<file path="config.mk">
export PLATFORM = sky130hd
export DESIGN_NAME = fft_stage_ctrl
export DESIGN_NICKNAME = d
export VERILOG_FILES = /design/src/rtl/fft_pkg.sv /design/src/rtl/fft_addr_gen.sv /design/src/rtl/fft_stage_ctrl.sv
export SDC_FILE = /design/constraint.sdc
export NUM_CORES = 1
export LEC_CHECK = 0
export CAP_MARGIN = 20
export CORE_ASPECT_RATIO = 0.7
export CORE_UTILIZATION = 26
export DETAILED_ROUTE_END_ITERATION = 12
export PLACE_DENSITY = 0.51
export SETUP_SLACK_MARGIN = 0.05
export SKIP_CTS_REPAIR_TIMING = 1
export SYNTH_ARGS = -nofsm -noshare
export SYNTH_HDL_FRONTEND = slang
export SYNTH_SLANG_ARGS = --single-unit
</file>
<file path="constraint.sdc">
create_clock -name clk -period 9.7 [get_ports clk]
set_clock_uncertainty 0.1 [all_clocks]
set_input_delay 1.455 -clock clk [delete_from_list [all_inputs] [get_ports clk]]
set_output_delay 1.455 -clock clk [all_outputs]
set_load 0.01 [all_outputs]
</file>
<file path="src/rtl/fft_pkg.sv">
// Shared FFT types and helpers: controller state encoding and the radix-2 DIT
// butterfly address map used by the stage sequencer.
package fft_pkg;

  parameter int unsigned FFT_LOG2N = 4;
  localparam int unsigned FFT_MAX_LOG2N = 12;

  typedef enum logic [1:0] {
    StIdle,
    StIssue,
    StWait,
    StDone
  } fft_ctrl_state_t;

  typedef struct packed {
    logic [FFT_MAX_LOG2N-1:0] addr_a;
    logic [FFT_MAX_LOG2N-1:0] addr_b;
    logic [FFT_MAX_LOG2N-2:0] tw_idx;
  } fft_bf_addr_t;

  // Butterfly k of stage s: pairs are half = 2^s apart, groups are 2*half wide.
  function automatic fft_bf_addr_t fft_bf_addr(int unsigned log2n, int unsigned s,
                                               int unsigned k);
    fft_bf_addr_t r;
    int unsigned  half;
    int unsigned  j;
    int unsigned  g;
    int unsigned  a;
    half     = 32'd1 << s;
    j        = k & (half - 32'd1);
    g        = k >> s;
    // j < half, so OR-ing j into the group base is an add.
    a        = ((g << 1) << s) | j;
    r.addr_a = FFT_MAX_LOG2N'(a);
    r.addr_b = FFT_MAX_LOG2N'(a + half);
    r.tw_idx = (FFT_MAX_LOG2N - 1)'(j << (log2n - 32'd1 - s));
    return r;
  endfunction

endpackage

</file>
<file path="src/rtl/fft_addr_gen.sv">
// Combinational (stage, butterfly index) to operand/twiddle address map,
// sliced to the configured transform size.
module fft_addr_gen
  import fft_pkg::*;
#(
  parameter int unsigned LOG2N = FFT_LOG2N,
  localparam int unsigned SW = $clog2(LOG2N)
) (
  input  logic [SW-1:0]    s_i,
  input  logic [LOG2N-2:0] k_i,
  output logic [LOG2N-1:0] addr_a_o,
  output logic [LOG2N-1:0] addr_b_o,
  output logic [LOG2N-2:0] tw_idx_o
);

  fft_bf_addr_t bf;
  logic         unused_bf;

  always_comb begin
    bf       = fft_bf_addr(LOG2N, 32'(s_i), 32'(k_i));
    addr_a_o = bf.addr_a[LOG2N-1:0];
    addr_b_o = bf.addr_b[LOG2N-1:0];
    tw_idx_o = bf.tw_idx[LOG2N-2:0];
  end

  // Upper bits beyond LOG2N are always zero for legal (s, k).
  assign unused_bf = ^bf;

endmodule

</file>
<file path="src/rtl/fft_stage_ctrl.sv">
// In-place radix-2 DIT FFT stage sequencer: issues butterflies stage by stage and
// drains outstanding write-backs before starting each new stage.
module fft_stage_ctrl
  import fft_pkg::*;
#(
  parameter int unsigned LOG2N = FFT_LOG2N,
  localparam int unsigned SW = $clog2(LOG2N)
) (
  input  logic             clk,
  input  logic             rst,
  input  logic             start,
  output logic             busy,
  output logic             done,
  output logic             bf_valid,
  input  logic             bf_ready,
  output logic [LOG2N-1:0] addr_a,
  output logic [LOG2N-1:0] addr_b,
  output logic [LOG2N-2:0] tw_idx,
  output logic [SW-1:0]    stage,
  input  logic             wb_valid,
  output logic             err
);

  localparam int unsigned KW = LOG2N - 1;
  localparam int unsigned CW = LOG2N;
  localparam logic [KW-1:0] KLast = '1;
  localparam logic [SW-1:0] SLast = SW'(LOG2N - 1);

  fft_ctrl_state_t  state_q, state_d;
  logic [KW-1:0]    k_q, k_d;
  logic [SW-1:0]    s_q, s_d;
  logic [CW-1:0]    cnt_q, cnt_d;
  logic             err_q, err_d;
  logic             busy_q, busy_d;
  logic             done_q, done_d;
  logic             bf_valid_q, bf_valid_d;
  logic [LOG2N-1:0] addr_a_q, addr_a_d;
  logic [LOG2N-1:0] addr_b_q, addr_b_d;
  logic [LOG2N-2:0] tw_idx_q, tw_idx_d;
  logic [SW-1:0]    stage_q, stage_d;

  logic             issue;
  logic [LOG2N-1:0] gen_addr_a;
  logic [LOG2N-1:0] gen_addr_b;
  logic [LOG2N-2:0] gen_tw_idx;

  // Addresses are generated for the next (s, k) so the registered outputs
  // always describe the butterfly currently being presented.
  fft_addr_gen #(
    .LOG2N (LOG2N)
  ) u_addr_gen (
    .s_i      (s_d),
    .k_i      (k_d),
    .addr_a_o (gen_addr_a),
    .addr_b_o (gen_addr_b),
    .tw_idx_o (gen_tw_idx)
  );

  always_comb begin
    state_d = state_q;
    k_d     = k_q;
    s_d     = s_q;
    cnt_d   = cnt_q;
    err_d   = err_q;
    issue   = bf_valid_q && bf_ready;

    if (wb_valid && (cnt_q == '0)) begin
      err_d = 1'b1;
    end
    if (issue && !wb_valid) begin
      cnt_d = cnt_q + CW'(1);
    end else if (!issue && wb_valid && (cnt_q != '0)) begin
      cnt_d = cnt_q - CW'(1);
    end

    unique case (state_q)
      StIdle: begin
        if (start) begin
          state_d = StIssue;
          s_d     = '0;
          k_d     = '0;
        end
      end
      StIssue: begin
        if (issue) begin
          if (k_q == KLast) begin
            state_d = StWait;
          end else begin
            k_d = k_q + KW'(1);
          end
        end
      end
      StWait: begin
        if (cnt_d == '0) begin
          if (s_q == SLast) begin
            state_d = StDone;
          end else begin
            state_d = StIssue;
            s_d     = s_q + SW'(1);
            k_d     = '0;
          end
        end
      end
      StDone: begin
        state_d = StIdle;
        s_d     = '0;
        k_d     = '0;
      end
    endcase

    busy_d     = (state_d != StIdle);
    done_d     = (state_d == StDone);
    bf_valid_d = (state_d == StIssue);
    stage_d    = s_d;
    addr_a_d   = bf_valid_d ? gen_addr_a : '0;
    addr_b_d   = bf_valid_d ? gen_addr_b : '0;
    tw_idx_d   = bf_valid_d ? gen_tw_idx : '0;
  end

  always_ff @(posedge clk) begin
    if (rst) begin
      state_q    <= StIdle;
      k_q        <= '0;
      s_q        <= '0;
      cnt_q      <= '0;
      err_q      <= 1'b0;
      busy_q     <= 1'b0;
      done_q     <= 1'b0;
      bf_valid_q <= 1'b0;
      addr_a_q   <= '0;
      addr_b_q   <= '0;
      tw_idx_q   <= '0;
      stage_q    <= '0;
    end else begin
      state_q    <= state_d;
      k_q        <= k_d;
      s_q        <= s_d;
      cnt_q      <= cnt_d;
      err_q      <= err_d;
      busy_q     <= busy_d;
      done_q     <= done_d;
      bf_valid_q <= bf_valid_d;
      addr_a_q   <= addr_a_d;
      addr_b_q   <= addr_b_d;
      tw_idx_q   <= tw_idx_d;
      stage_q    <= stage_d;
    end
  end

  assign busy     = busy_q;
  assign done     = done_q;
  assign bf_valid = bf_valid_q;
  assign addr_a   = addr_a_q;
  assign addr_b   = addr_b_q;
  assign tw_idx   = tw_idx_q;
  assign stage    = stage_q;
  assign err      = err_q;

endmodule
</file>
==> run metrics <==
die width 89.8 um; HP Start err$_SDFFE_PP0P_; min Tclk post-route 4.71 ns; die area 0.00570 mm2; Initial Util 28.1%; Slew HR 62.2%; Post-Route Setup TNS 0 ns; gpl congestion 0.835; Multi-input gate area 822 um2; Layout fillers 537; EDFF count, synth 0; Worst EP required 9.76 ns; setup repair after global routing missed its margin no; Yosys cell types 49; Die Height 63.5 um; Crit Path Category primary input to flop; status finished clean; Post-DP HPWL 2430 um; H-tree Lvls 1; Syn Area/Cell 8.45 um2; largest net degree at the start of global routing 15; dpl cell area 0.00167 mm2; register area 520 um2; TritonCTS clock tree built; Diodes inserted 0; Overall Global Routing Usage 12.6%; vias in the first global route 1113; WP data arrival 4.77 ns; CTS sink count 26; drt pass-1 iters 4; main flop type after synthesis dfxtp_1; DRC violations left 0; top achievable clock speed 0.212 GHz; Top-Level Pins 22; VDD IR max 0.109 mV; DRT antenna net count 0; syn nets 177; antenna violations before repair 0; asr flop ratio synth 0%; CTS clk-pin slew, worst paths 0.09 ns; post-synth top area cell dfxtp_1; Max Root-Sink Buffers 2; FF+latch count, synth 26; hold path cells 2; DR vias/cell 4.80; post-synthesis cell count 166; clk_lat worst skew 0.27 ns; static leakage 0.631 nW; reg-to-reg critical path startpoint cnt_q[0]$_SDFF_PP0_; Slew Limit Fails 0; Vias 1224; Hold Violations, Final 0; PnR Total Power 0.343 mW; IO Port Bufs 21; Final setup viols 0; FP Rows 21; root buffer cell clkbuf_8; core footprint 0.00499 mm2; CTS Buf Count 3; first-pass GRT wire length 5640 um; pwr/cell area 199 mW/mm2; post-route cell area 0.00172 mm2; layout cell share with drive strength beyond 1 7.53%; Mapped Area 0.00140 mm2; synthesis-to-finish area growth 22.7%; Final Util 34.5%; worst reg-to-reg path cell count 12; First DRT Iteration DRCs 96; top cell type's share of synthesized area 37.1%; GR Overflow Total 0; Setup crit end kind flop; Avg WL per Cell 12.7 um; Yosys warnings 0; Worst Max-Slew Pin Slew 0.565 ns; Critical Path Source wb_valid; HP Class flop to flop; Final #Nets 198; ranking of synthesized cells by area dfxtp_1 (37%), nor2_1 (6.2%), a21oi_1 (5.0%), ha_1 (4.5%), nand2_1 (4.0%); Final Cycle Share 48.5%; crit path max fanout 7; crit start category primary input; Seq/Total Area, Yosys 37.1%; Max Cap Viol 0; drt total wl 3240 um
-- kinds of logic after synthesis --
group / after synthesis / synth area share (%)
adder cells (fa/ha/maj): 6 / 5.89
XOR/XNOR: 2 / 1.25
multiplexers: 2 / 1.43
buffers and inverters: 12 / 4.28
flip-flops: 26 / 37.1
other: 1 / 0.267
AO/OA/AOI/OAI: 46 / 23.6
AND/OR/NAND/NOR: 71 / 26.1
-- final timing paths --
path         slack, ns              endpoint
max               4.99  addr_b[2]$_SDFF_PP0_
min               0.39      err$_SDFFE_PP0P_
max reg2reg       6.06  addr_b[2]$_SDFF_PP0_
min reg2reg       0.39      err$_SDFFE_PP0P_
-- registers in the layout (all words and copies together) (netlist names) --
signal    flops
err           1
bf_valid      1
addr_b        4
tw_idx        3
addr_a        4
stage         2
busy          1
cnt_q         4
k_q           3
state_q       2
done          1
-- through the flow --
step	setup slack, ns	instances	hold WS (ns)
after global routing	4.83	255	0.439
after floorplan	5.67	166	0.402
after global placement	4.71	251	0.374
after CTS	5.05	255	0.395
after detailed placement	4.77	251	0.360
final	4.99	255	0.389
-- final cells by class --
type,count,area share (%)
multi-input combinational,128,47.8
tap,69,5.02
clock buffer,4,3.20
sequential,26,30.3
inverter,7,1.53
timing repair buffer,21,12.2
-- metal layers --
metal | GRT usage, % | up-vias | part of all wire (%) | wire, um
met4 | 2.46 | 0 | 0.71 | 23
met2 | 16.6 | 46 | 37 | 1180
li1 | - | 646 | - | -
met1 | 19.2 | 528 | 54 | 1740
met5 | 0 | - | 0 | 0
met3 | 4.23 | 4 | 9.1 | 295
-- synthesized netlist by cell type, drive strengths merged, types with 4 or more instances --
cell,instances
and2,4
dfxtp,26
nor2,23
a31oi,6
inv,7
a21oi,14
nand2,15
nand3,5
nand2b,4
nor3,4
o21ai,4
ha,5
-- worst max-delay path: stages --
cell	delay, ns
clkdlybuf4s50_1	0.55
and4b_1	0.23
a31o_2	0.21
mux2i_1	0.38
o211ai_1	0.25
or3_1	0.41
a311o_2	0.40
and2_1	0.18
fa_1	0.43
xor2_1	0.21
nor2_1	0.06
-- cell usage in the layout, fill, tap and decap left out, drive strengths merged, types with 2 or more instances in the layout --
master,n
or4,2
or3,2
and2,4
nor3,4
o211ai,3
a21oi,14
nor3b,2
nand3,5
and3b,2
a31o,2
clkdlybuf4s50,21
ha,5
clkbuf,4
o21ai,4
o21a,2
inv,7
o2111ai,3
nor2b,2
a211oi,2
a31oi,6
dfxtp,26
mux2i,2
nand2,15
a21boi,2
nand2b,4
nor2,23
-- power by group --
group	switching [mW]	internal, mW	leakage (nW)
Combinational	0.0798	0.0623	0.390
Sequential	0.0120	0.116	0.212
Clock	0.0356	0.0363	0.0288
Power figures use the tool's default switching activity.
